`config.mk`:
```
export PLATFORM = sky130hd
export DESIGN_NAME = b2r_converter
export DESIGN_NICKNAME = d
export VERILOG_FILES = /design/src/rtl/self_attention_pkg.sv /design/src/rtl/b2r_bank.sv /design/src/rtl/b2r_converter.sv
export SDC_FILE = /design/constraint.sdc
export NUM_CORES = 1
export LEC_CHECK = 0
export CORE_MARGIN = 1.5
export CORE_UTILIZATION = 45
export CTS_CLUSTER_DIAMETER = 100
export DETAILED_ROUTE_END_ITERATION = 8
export HOLD_SLACK_MARGIN = 0.05
export PLACE_DENSITY = 0.7
export SLEW_MARGIN = 20
export SYNTH_ARGS = -nofsm -noshare
export SYNTH_HDL_FRONTEND = slang
export SYNTH_SLANG_ARGS = --single-unit
```
`constraint.sdc`:
```
create_clock -name clk -period 8.01 [get_ports clk]
set_input_delay 1.602 -clock clk [delete_from_list [all_inputs] [get_ports clk]]
set_output_delay 1.602 -clock clk [all_outputs]
set_load 0.05 [all_outputs]
```
`src/rtl/self_attention_pkg.sv`:
```
// Shared definitions for the self-attention head datapath blocks.
// Holds the default block-to-row geometry, derived widths, the bank
// state encoding and a counter-width helper.
package self_attention_pkg;

   localparam int B2R_WIDTH      = 16;
   localparam int B2R_BLOCK_SIZE = 2;
   localparam int B2R_COL_BLOCKS = 4;
   localparam int B2R_ROW_BANDS  = 4;

   // Width of one full matrix row and of the matrix row index.
   localparam int B2R_ROW_W = B2R_WIDTH * B2R_COL_BLOCKS * B2R_BLOCK_SIZE;
   localparam int B2R_IDX_W = $clog2(B2R_ROW_BANDS * B2R_BLOCK_SIZE);

   // FILL: bank accepts tiles; DRAIN: bank is full and presents rows.
   typedef enum logic {
      FILL  = 1'b0,
      DRAIN = 1'b1
   } bank_state_e;

   // Counter width for a modulo-n counter, never narrower than one bit.
   function automatic int cnt_w(input int n);
      return (n > 1) ? $clog2(n) : 1;
   endfunction

endpackage

```
`src/rtl/b2r_bank.sv`:
```
// One row-band buffer: BLOCK_SIZE rows of COL_BLOCKS*BLOCK_SIZE elements.
// Tiles are written one tile-column at a time; rows are read through a
// combinational row mux.
module b2r_bank
   import self_attention_pkg::*;
#(
   parameter int WIDTH      = B2R_WIDTH,
   parameter int BLOCK_SIZE = B2R_BLOCK_SIZE,
   parameter int COL_BLOCKS = B2R_COL_BLOCKS
) (
   input  logic                                    clk,
   input  logic                                    wr_en,
   input  logic [cnt_w(COL_BLOCKS)-1:0]            wr_col,
   input  logic [WIDTH*BLOCK_SIZE*BLOCK_SIZE-1:0]  wr_block,
   input  logic [cnt_w(BLOCK_SIZE)-1:0]            rd_row,
   output logic [WIDTH*COL_BLOCKS*BLOCK_SIZE-1:0]  rd_data
);

   localparam int ROW_W = WIDTH * COL_BLOCKS * BLOCK_SIZE;
   localparam int COL_W = cnt_w(COL_BLOCKS);

   logic [ROW_W-1:0] mem [BLOCK_SIZE];

   // Scatter tile element (r,c) into bank row r, column wr_col*BLOCK_SIZE+c.
   // NOTE: the storage array has no reset; contents are only observed after
   // a full band has been written, and out_row is gated while invalid.
   always_ff @(posedge clk) begin
      if (wr_en) begin
         for (int k = 0; k < COL_BLOCKS; k++) begin
            if (wr_col == COL_W'(k)) begin
               for (int r = 0; r < BLOCK_SIZE; r++) begin
                  for (int c = 0; c < BLOCK_SIZE; c++) begin
                     mem[r][(k*BLOCK_SIZE+c)*WIDTH +: WIDTH] <=
                        wr_block[(r*BLOCK_SIZE+c)*WIDTH +: WIDTH];
                  end
               end
            end
         end
      end
   end

   assign rd_data = mem[rd_row];

endmodule

```
`src/rtl/b2r_converter.sv`:
```
// Block-to-row converter: gathers BLOCK_SIZE x BLOCK_SIZE tiles arriving in
// block-column order and re-emits them as full matrix rows.
// Optional build macro B2R_PINGPONG_EN: two banks so one band can fill
// while the previous band drains; undefined gives a single bank.
module b2r_converter
   import self_attention_pkg::*;
#(
   parameter int WIDTH      = B2R_WIDTH,
   parameter int BLOCK_SIZE = B2R_BLOCK_SIZE,
   parameter int COL_BLOCKS = B2R_COL_BLOCKS,
   parameter int ROW_BANDS  = B2R_ROW_BANDS
) (
   input  logic                                          clk,
   input  logic                                          rst,
   input  logic                                          in_valid,
   output logic                                          in_ready,
   input  logic [WIDTH*BLOCK_SIZE*BLOCK_SIZE-1:0]        in_block,
   output logic                                          out_valid,
   input  logic                                          out_ready,
   output logic [WIDTH*COL_BLOCKS*BLOCK_SIZE-1:0]        out_row,
   output logic [cnt_w(ROW_BANDS*BLOCK_SIZE)-1:0]        out_row_idx,
   output logic                                          out_last,
   output logic                                          done
);

   localparam int ROW_W  = WIDTH * COL_BLOCKS * BLOCK_SIZE;
   localparam int IDX_W  = cnt_w(ROW_BANDS * BLOCK_SIZE);
   localparam int COL_W  = cnt_w(COL_BLOCKS);
   localparam int DRW_W  = cnt_w(BLOCK_SIZE);
   localparam int BAND_W = cnt_w(ROW_BANDS);
`ifdef B2R_PINGPONG_EN
   localparam int NUM_BANKS = 2;
`else
   localparam int NUM_BANKS = 1;
`endif

   bank_state_e       state [NUM_BANKS];
   logic [COL_W-1:0]  tile_col;
   logic [DRW_W-1:0]  drain_row;
   logic [BAND_W-1:0] wr_band;
   logic [BAND_W-1:0] rd_band;

   bank_state_e       wr_state;
   bank_state_e       rd_state;
   logic              bank_wr_en [NUM_BANKS];
   logic [ROW_W-1:0]  bank_row   [NUM_BANKS];
   logic [ROW_W-1:0]  rd_row_data;

   logic tile_acc;
   logic row_acc;
   logic band_full;
   logic band_drained;
   logic matrix_drained;

`ifdef B2R_PINGPONG_EN
   logic wr_sel;
   logic rd_sel;

   // Route the write strobe and read data through the selected banks.
   always_comb begin
      for (int b = 0; b < NUM_BANKS; b++) begin
         bank_wr_en[b] = tile_acc && (wr_sel == 1'(b));
      end
      wr_state    = state[wr_sel];
      rd_state    = state[rd_sel];
      rd_row_data = bank_row[rd_sel];
   end
`else
   // Single bank: writes and reads always target bank 0.
   always_comb begin
      bank_wr_en[0] = tile_acc;
      wr_state      = state[0];
      rd_state      = state[0];
      rd_row_data   = bank_row[0];
   end
`endif

   // Handshake and band-boundary decodes, all from registered state.
   assign in_ready       = (wr_state == FILL);
   assign out_valid      = (rd_state == DRAIN);
   assign tile_acc       = in_valid && in_ready;
   assign row_acc        = out_valid && out_ready;
   assign band_full      = tile_acc && (tile_col == COL_W'(COL_BLOCKS - 1));
   assign band_drained   = row_acc && (drain_row == DRW_W'(BLOCK_SIZE - 1));
   assign matrix_drained = band_drained && (rd_band == BAND_W'(ROW_BANDS - 1));

   assign out_row     = out_valid ? rd_row_data : '0;
   assign out_row_idx = IDX_W'(IDX_W'(rd_band) * IDX_W'(BLOCK_SIZE) + IDX_W'(drain_row));
   assign out_last    = out_valid && (rd_band == BAND_W'(ROW_BANDS - 1)) &&
                        (drain_row == DRW_W'(BLOCK_SIZE - 1));

   for (genvar b = 0; b < NUM_BANKS; b++) begin : g_bank
      b2r_bank #(
         .WIDTH      (WIDTH),
         .BLOCK_SIZE (BLOCK_SIZE),
         .COL_BLOCKS (COL_BLOCKS)
      ) u_bank (
         .clk      (clk),
         .wr_en    (bank_wr_en[b]),
         .wr_col   (tile_col),
         .wr_block (in_block),
         .rd_row   (drain_row),
         .rd_data  (bank_row[b])
      );
   end

   // Bank state machines, write/read counters and the done pulse.
   // NOTE: all state here updates with non-blocking assignments so every
   // decode above sees the pre-edge values within the same cycle.
   always_ff @(posedge clk or posedge rst) begin
      if (rst) begin
         for (int b = 0; b < NUM_BANKS; b++) begin
            state[b] <= FILL;
         end
         tile_col  <= '0;
         drain_row <= '0;
         wr_band   <= '0;
         rd_band   <= '0;
         done      <= 1'b0;
`ifdef B2R_PINGPONG_EN
         wr_sel    <= 1'b0;
         rd_sel    <= 1'b0;
`endif
      end else begin
         done <= matrix_drained;

         if (tile_acc) begin
            tile_col <= band_full ? '0 : tile_col + 1'b1;
         end
         if (band_full) begin
            wr_band <= (wr_band == BAND_W'(ROW_BANDS - 1)) ? '0 : wr_band + 1'b1;
`ifdef B2R_PINGPONG_EN
            state[wr_sel] <= DRAIN;
            wr_sel        <= ~wr_sel;
`else
            state[0]      <= DRAIN;
`endif
         end

         if (row_acc) begin
            drain_row <= band_drained ? '0 : drain_row + 1'b1;
         end
         if (band_drained) begin
            rd_band <= (rd_band == BAND_W'(ROW_BANDS - 1)) ? '0 : rd_band + 1'b1;
`ifdef B2R_PINGPONG_EN
            state[rd_sel] <= FILL;
            rd_sel        <= ~rd_sel;
`else
            state[0]      <= FILL;
`endif
         end
      end
   end

endmodule

```
==> flow_summary.json <==
{
  "antenna_found_initial": 0,
  "fmax_ghz": 0.1981,
  "ctsResizeCount": 0,
  "path_class": "reg2out",
  "grt_pass1_vias": 7391,
  "fill_cells": 2106,
  "antenna_left": 0,
  "cts_inserted_buffers": 27,
  "synthToLayoutAreaGrowth_pct": 25.80,
  "grt_max_degree": 75,
  "core_area_sq_um": 25910,
  "holdCritPathClass": "reg2reg",
  "dpl_cell_area_sq_um": 13950,
  "syn-num-nets": 945,
  "synth_area_sq_um": 11790,
  "htreeDepth": 1,
  "p_leak_nw": 5.605,
  "ys_seq_area_share_pct": 66.68,
  "setup_viol": 0,
  "dr.pass1.iters": 5,
  "status": "finished, final reports clean",
  "peakVddDrop_uv": 303.7,
  "synth_top_area_cell": "edfxtp_1",
  "start_util_pct": 45.51,
  "critPathLaunchType": "flip-flop",
  "ys_warn_count": 0,
  "critPathLaunch": "drain_row",
  "required_ns": 6.41,
  "clock_latency_ns": 0.52,
  "final-hold-violation-count": 0,
  "routed_wl_mm": 27.36,
  "drv_slew": 0,
  "finalSetupTns_ns": 0,
  "drc": 0,
  "cts_hold_buf": 0,
  "antennaDiodeCount": 0,
  "clock_sinks": 263,
  "grt_pass1_wl_mm": 41.63,
  "r2r-start": "out_valid",
  "routed_via_density": 5.238,
  "die_width_microns": 164.9,
  "wl_per_cell_microns": 19.63,
  "tritoncts": "built",
  "dp.final_hpwl_mm": 16.89,
  "grt_use_total_pct": 20.15,
  "critPathArrivalTime_ns": 3.44,
  "tightestPinTransition_ns": 1.070,
  "drive_above_1_share_pct": 8.215,
  "ys_types": 28,
  "power_density_nw_per_um2": 419.4,
  "globalplace.congestion": 0.7326,
  "clkTransAtPathRegs_ns": 0.06,
  "stdcell_area_sq_um": 14830,
  "clockBufferDepth": 3,
  "ys_top_cells_by_area": "edfxtp_1 (65%), mux2i_1 (11%), nor2_1 (4.3%)",
  "end_kind": "primary output",
  "critPathMaxFanout": 74,
  "first_iter_violations": 507,
  "maxCapViolations": 0,
  "postCtsSetupBuffers": 0,
  "overflow": 0,
  "synth-seq-cells": 263,
  "rows": 59,
  "syn_inst": 872,
  "rsz0062_at_grt": "no",
  "ios": 203,
  "die_area_sq_um": 27180,
  "vias": 7302,
  "min-delay-start": "rd_band[1]",
  "cts_root_buf": "clkbuf_16",
  "nets": 1113,
  "post-synth-top-area-fraction_pct": 65.20,
  "avgSynthCellArea_sq_um": 13.52,
  "io_buffers": 202,
  "timing.final.crit_period_ns": 5.047,
  "slew_headroom_pct": 28.67,
  "min_period_over_period_pct": 63.01,
  "clock_skew_ns": 0.007099,
  "die_height_microns": 164.9
}
## power breakdown
part / switching (W) / internal [W]
Clock: 0.000503 / 0.000738
Combinational: 0.00211 / 0.000948
Sequential: 0.000140 / 0.00178
## synth_stat cells (all sizes together)
cell type,number
edfxtp,256
nor2,135
mux2i,128
and3,64
buf,53
a21boi,48
inv,37
and2,36
a21oi,33
nor3,32
clkbuf,21
dfrtp,7
ha,5
mux2,4
nand2,2
nand3b,2
nor2b,2
and4bb,1
nand3,1
nor4b,1
or2,1
or3,1
or3b,1
xnor2,1
## layout make-up
cell class	count	area, sq um	share of cell area [%]
repair buffers	213	2117	14.27
flip-flops and latches	263	7866	53.03
clock buffers	27	675.6	4.555
inverters	37	141.4	0.9532
clock inverters	21	197.7	1.333
well taps	335	419.2	2.826
multi-input cells	498	3416	23.03
## placed cells by master (no fill, tap or decap), drive strengths merged
cell type	n
or3b	1
nand3	1
dfrtp	7
or3	1
a21boi	48
bufinv	4
nand3b	2
clkbuf	27
mux2	4
inv	37
clkinv	16
mux2i	128
nand2	2
edfxtp	256
a21oi	33
xnor2	1
nor4b	1
nor3	32
and2	36
and3	64
ha	5
nor2	135
or2	1
clkdlybuf4s50	202
clkinvlp	1
nor2b	2
and4bb	1
buf	11
## cells by family after synthesis
group / share of synthesized area (%)
and+or+nand+nor: 11.70
DFF: 66.68
muxes: 11.25
buffers and inverters: 4.669
AOI/OAI and AO/OA: 5.093
adders and majority gates: 0.5306
xor gates and xnor gates: 0.07429
## layer usage
| layer | vias up | GRT usage, % | wire length, microns |
|---|---|---|---|
| met5 | - | 0 | 0 |
| met4 | 0 | 5.692 | 548 |
| met3 | 36 | 2.762 | 1460 |
| met2 | 231 | 33.75 | 13440 |
| met1 | 3568 | 27.53 | 11910 |
| li1 | 3467 | - | - |
## per-stage QoR
stage / total power, W / cells / hold WS, ns / worst slack [ns] / util [%]
floorplan: 0.004110 / 872 / 0.5339 / 0.5070 / -
global placement: 0.005002 / 1346 / 0.5290 / 3.110 / 53.86
detailed placement: 0.005032 / 1346 / 0.5272 / 3.025 / 53.86
CTS: 0.006275 / 1394 / 0.5408 / 2.899 / 57.23
global route: 0.006491 / 1394 / 0.5640 / 2.804 / 57.25
finish: 0.006221 / 1394 / 0.5360 / 2.963 / 57.25
## flip-flops by register name (all words and copies together), names as in the netlist
register and count:
tile_col 2, out_valid 1, g_bank.u_bank.mem 256, drain_row 1, done 1, rd_band 2
## worst max-delay path: stages (launching register included)
cell and delay, ns:
dfrtp_4 1.09, buf_12 0.52, mux2i_1 0.15, nor2_1 0.22, clkdlybuf4s50_1 0.85
## worst paths after layout
check                                         endpoint  slack (ns)  cells after the start
max reg2reg                g_bank[0].u_bank.mem[0][70]        4.72                      3
max                                        out_row[97]        2.96                      4
min reg2reg                                 rd_band[1]        0.54                      1
min in group asynchronous                         done        1.35                      2
min                                         rd_band[1]        0.54                      1
max in group asynchronous                    drain_row        6.38                      2
Power figures use the tool's default switching activity.
